## config.mk

```make
export PLATFORM = sky130hd
export DESIGN_NAME = dh_modexp_sequencer
export DESIGN_NICKNAME = d
export VERILOG_FILES = /design/src/rtl/dh_modexp_sequencer.sv
export SDC_FILE = /design/constraint.sdc
export NUM_CORES = 1
export LEC_CHECK = 0
export BUFFER_PORTS_ARGS = -buffer_cell sky130_fd_sc_hd__clkbuf_2
export CORE_AREA = 2 2 169 171
export DETAILED_ROUTE_END_ITERATION = 6
export DIE_AREA = 0 0 171 173
export GPL_ROUTABILITY_DRIVEN = 0
export PLACE_DENSITY = 0.81
export SLEW_MARGIN = 25
export SYNTH_ARGS = -nofsm -noshare
export SYNTH_HDL_FRONTEND = slang
export SYNTH_SLANG_ARGS = --single-unit
```

## constraint.sdc

```tcl
create_clock -name clk -period 9.9 [get_ports clk]
set_input_delay 1.485 -clock clk [delete_from_list [all_inputs] [get_ports clk]]
set_output_delay 1.485 -clock clk [all_outputs]
set_load 0.1 [all_outputs]
```

## src/rtl/dh_modexp_sequencer.sv

```systemverilog
// Square-and-multiply modular exponentiation (key = base^exp mod p) built around
// one bit-serial interleaved modular multiplier; one modular step per cycle.
module dh_modexp_sequencer #(
    parameter int W  = 32,
    parameter int EW = 32
) (
    input  logic          clk,
    input  logic          rst,
    input  logic          start,
    input  logic [W-1:0]  base,
    input  logic [EW-1:0] exp_in,
    input  logic [W-1:0]  p,
    output logic          busy,
    output logic          done,
    output logic [W-1:0]  key,
    output logic          err
);

    localparam int CW  = (W  > 1) ? $clog2(W)  : 1;
    localparam int EBW = (EW > 1) ? $clog2(EW) : 1;

    typedef enum logic [2:0] {IDLE, REDUCE, SQR, MUL, DONE} state_t;

    state_t          state, state_nx;
    logic [CW-1:0]   cnt;
    logic [EBW-1:0]  ebit;
    logic [W-1:0]    base_q, p_q, r, b, t;
    logic [EW-1:0]   exp_q;

    logic            mbit, last;
    logic [W-1:0]    addend, d1, t_nx;
    logic [W:0]      dbl, sum, pw;

    // Shared engine step: t = 2t mod p, then optionally t = t + addend mod p.
    // REDUCE reuses it with addend 1 so acc = 2acc + base[i] mod p.
    always_comb begin
        mbit   = 1'b0;
        addend = r;
        case (state)
            REDUCE: begin mbit = base_q[cnt]; addend = W'(1); end
            SQR:    begin mbit = r[cnt];      addend = r;     end
            MUL:    begin mbit = b[cnt];      addend = r;     end
            default: ;
        endcase
        pw   = {1'b0, p_q};
        dbl  = {t, 1'b0};
        d1   = W'((dbl >= pw) ? dbl - pw : dbl);
        sum  = {1'b0, d1} + {1'b0, addend};
        t_nx = mbit ? W'((sum >= pw) ? sum - pw : sum) : d1;
    end

    assign last = (cnt == '0);

    always_ff @(posedge clk or negedge rst) begin
        if (!rst) state <= IDLE;
        else      state <= state_nx;
    end

    always_comb begin
        state_nx = state;
        busy     = (state != IDLE);
        done     = (state == DONE);
        case (state)
            IDLE:   if (start) state_nx = (p == '0) ? DONE : REDUCE;
            REDUCE: if (last) state_nx = SQR;
            SQR:    if (last) begin
                        if (exp_q[ebit])      state_nx = MUL;
                        else if (ebit == '0)  state_nx = DONE;
                        else                  state_nx = SQR;
                    end
            MUL:    if (last) state_nx = (ebit == '0) ? DONE : SQR;
            DONE:   state_nx = IDLE;
            default: state_nx = IDLE;
        endcase
    end

    always_ff @(posedge clk or negedge rst) begin
        if (!rst) begin
            cnt    <= '0;
            ebit   <= '0;
            base_q <= '0;
            exp_q  <= '0;
            p_q    <= '0;
            r      <= '0;
            b      <= '0;
            t      <= '0;
            key    <= '0;
            err    <= 1'b0;
        end else begin
            case (state)
                IDLE: if (start) begin
                    base_q <= base;
                    exp_q  <= exp_in;
                    p_q    <= p;
                    cnt    <= CW'(W-1);
                    ebit   <= EBW'(EW-1);
                    t      <= '0;
                    r      <= (p == W'(1)) ? '0 : W'(1);
                    if (p == '0) begin
                        key <= '0;
                        err <= 1'b1;
                    end
                end
                REDUCE: begin
                    t   <= t_nx;
                    cnt <= cnt - 1'b1;
                    if (last) begin
                        b   <= t_nx;
                        t   <= '0;
                        cnt <= CW'(W-1);
                    end
                end
                SQR, MUL: begin
                    t   <= t_nx;
                    cnt <= cnt - 1'b1;
                    if (last) begin
                        r   <= t_nx;
                        t   <= '0;
                        cnt <= CW'(W-1);
                        // Going back to SQR means this exponent bit is finished.
                        if (state_nx == SQR) ebit <= ebit - 1'b1;
                        if (state_nx == DONE) begin
                            key <= t_nx;
                            err <= 1'b0;
                        end
                    end
                end
                default: ;
            endcase
        end
    end

endmodule

```

==> impl_metrics.json <==
{
  "status": "finished, final reports clean",
  "postCtsSetupBuffers": 0,
  "synth_ff_type": "dfrtp_1",
  "core_area_um2": 27600,
  "initial_utilization": 0.616,
  "hold_viol": 0,
  "die_height_um": 173,
  "slew_violations": 0,
  "synthesis.area_um2": 17000,
  "synth.area.top_cells": "dfrtp_1 35%, nand2_1 7.9%, ha_1 7.2%",
  "cts_buffers": 27,
  "cts_resized": 0,
  "finalSetupViolCount": 0,
  "cpMostUsedCell": "ha_1",
  "grt_use_total": 0.336,
  "grt_overflow": 0,
  "max_freq_mhz": 107,
  "drc": 0,
  "diodes": 0,
  "cts_htree_levels": 1,
  "cts_buffer_depth": 3,
  "rrSetupSlack_ps": 520,
  "drive_above_1_share": 0.158,
  "skew_ps": 12.7,
  "synth.most_common_cell": "nand2_1",
  "yosysUniqueCellTypes": 83,
  "wl_per_cell_um": 20.9,
  "hold_ws_ps": 472,
  "ff2ff_path_depth": 29,
  "slowest_delay_ps": 700,
  "grt_pass1_wl_mm": 79.4,
  "first_global_vias": 15100,
  "p_leak_nw": 9.15,
  "cp_data_required_time_ps": 10300,
  "cp_data_arrival_time_ps": 9780,
  "tns_ps": 0,
  "io_pins": 134,
  "hold_buffers": 0,
  "crit_start": "p_q[1]$_DFFE_PN0P_",
  "period_minus_slack_ps": 9380,
  "max_slew_margin": 0.284,
  "synth_seq_cells": 238,
  "synthArstFlopShare": 1.00,
  "clock_latency_ps": 570,
  "rows": 61,
  "path_clk_slew_ps": 60,
  "start_kind": "flip-flop",
  "vias_per_cell": 6.53,
  "drtPass1Iterations": 7,
  "syn_nets": 2125,
  "cap_violations": 0,
  "ys_seq_area_frac": 0.350,
  "pwr_density_cell_nw_per_um2": 108,
  "cpMaxStageDelayCell": "o21ai_2",
  "routed_wl_mm": 50.1,
  "synth-edff-count": 0,
  "hpwl_mm": 36.9,
  "end_kind": "flip-flop",
  "worstReg2RegEnd": "b[2]$_DFFE_PN0P_",
  "min-delay-path-class": "reg2reg",
  "crit_fanout": 22,
  "tightest_slew_ps": 1070,
  "synth_top_area_share": 0.350,
  "post-route-util": 0.681,
  "grt_max_degree": 95,
  "root_buffer": "clkbuf_16",
  "cp-endpoint": "b[2]$_DFFE_PN0P_",
  "nets": 2202,
  "synth_warnings": 0,
  "vdd_drop_max_mv": 0.139,
  "antenna_found_initial": 0,
  "syn_area_per_cell_um2": 8.85,
  "rr_startpoint": "p_q[1]$_DFFE_PN0P_",
  "die_w_um": 171,
  "syn_to_final_growth_pct": 10.4,
  "antenna_left": 0,
  "numPortBuffers": 133,
  "drt_iter0_drc": 1975,
  "via_count": 15700,
  "yosys-top-cells-count": "358 x nand2_1, 238 x dfrtp_1, 112 x o21ai_0",
  "rsz0062_at_grt": "false",
  "clkSinkCount": 238,
  "synth_top_cell_by_area": "dfrtp_1",
  "dieArea_um2": 29600,
  "path_class": "reg2reg",
  "fin_crit_sh": 0.948,
  "synthCells": 1925,
  "cts_tree": "yes"
}
## logic make-up (layout without fill, tap and decap cells)
family / after synthesis / in the layout / synth area share
fa+ha+maj: 101 / 101 / 0.0755
compound gates: 522 / 522 / 0.204
flops: 238 / 238 / 0.350
xor+xnor: 67 / 67 / 0.0345
simple gates: 680 / 680 / 0.183
buf+inv: 183 / 278 / 0.0431
mux: 134 / 134 / 0.110
## how the worst min path moves through the flow
| stage | start | end | cells after the start |
|---|---|---|---|
| 2_1_floorplan | base_q[10]$_DFFE_PN0P_ | base_q[10]$_DFFE_PN0P_ | 2 |
| 3_3_place_gp | exp_q[29]$_DFFE_PN0P_ | exp_q[29]$_DFFE_PN0P_ | 2 |
| 3_5_place_dp | base_q[3]$_DFFE_PN0P_ | base_q[3]$_DFFE_PN0P_ | 2 |
| 4_1_cts | base_q[3]$_DFFE_PN0P_ | base_q[3]$_DFFE_PN0P_ | 2 |
| 5_1_grt | base_q[31]$_DFFE_PN0P_ | base_q[31]$_DFFE_PN0P_ | 2 |
| 6_report | exp_q[26]$_DFFE_PN0P_ | exp_q[26]$_DFFE_PN0P_ | 2 |
## metal layers
| metal | up-vias | part of all wire | global-route usage |
|---|---|---|---|
| met1 | 7503 | 0.41 | 0.467 |
| met5 | - | 0 | 0 |
| met4 | 0 | 0.044 | 0.132 |
| li1 | 7129 | - | - |
| met2 | 887 | 0.45 | 0.531 |
| met3 | 151 | 0.10 | 0.0504 |
## critical path, delay by kind of cell, from the launching register on
family / cells / cell delay, ps
buffers and inverters: 4 / 980
flip-flops: 1 / 380
XOR/XNOR: 1 / 430
AND/OR/NAND/NOR: 3 / 850
AO/OA/AOI/OAI: 15 / 4380
adder cells (fa/ha/maj): 3 / 950
multiplexers: 3 / 1190
## layout make-up
type / instances / area (um^2)
clock buffers: 38 / 777
clock inverters: 9 / 119
fillers: 2247 / 8830
inverters: 80 / 300
multi-input cells: 1504 / 10400
flip-flops and latches: 238 / 5960
well taps: 378 / 473
repair buffers: 151 / 815
## sequential cells by signal (all words and copies together) (netlist names)
signal and count:
exp_q 32, r 32, err 1, key 32
p_q 32, state 3, base_q 32, b 32
t 32, ebit 5, cnt 5
## power breakdown
group | total, W | internal, W | switching (W)
logic | 0.0000424 | 0.0000155 | 0.0000270
registers | 0.000973 | 0.000973 | 0
clock network | 0.00102 | 0.000599 | 0.000423
total | 0.00204 | 0.00159 | 0.000450
## cells in the final DEF (no fill, tap or decap), types with 13 or more instances in the layout
cell and instances:
ha_1 98, and2_1 45, inv_1 78, mux2i_1 41
mux2_2 50, clkbuf_2 132, xor2_1 25, a211oi_1 15
buf_4 17, a22o_1 36, o21ai_1 38, o21ai_0 112
a21oi_1 108, nand3_1 46, nand4_1 18, nor2_1 79
a31oi_1 17, xnor2_1 42, mux4_2 34, and3_1 22
nor2b_1 15, nor3_1 30, a21o_1 43, clkbuf_16 27
nand2_1 357, nand2b_1 13, o21a_1 16, dfrtp_1 238
o211ai_1 16
## stage by stage
stage | setup slack [ps] | cell area [um^2] | std cells | total power [W]
6_report | 518 | 18800 | 2398 | 0.00204
5_1_grt | 335 | 18800 | 2398 | 0.00208
4_1_cts | 944 | 18800 | 2398 | 0.00204
3_5_place_dp | 1060 | 17900 | 2351 | 0.00103
3_3_place_gp | 1170 | 17900 | 2351 | 0.00103
2_1_floorplan | 2630 | 17000 | 1925 | 0.000992
Power figures use the tool's default switching activity.
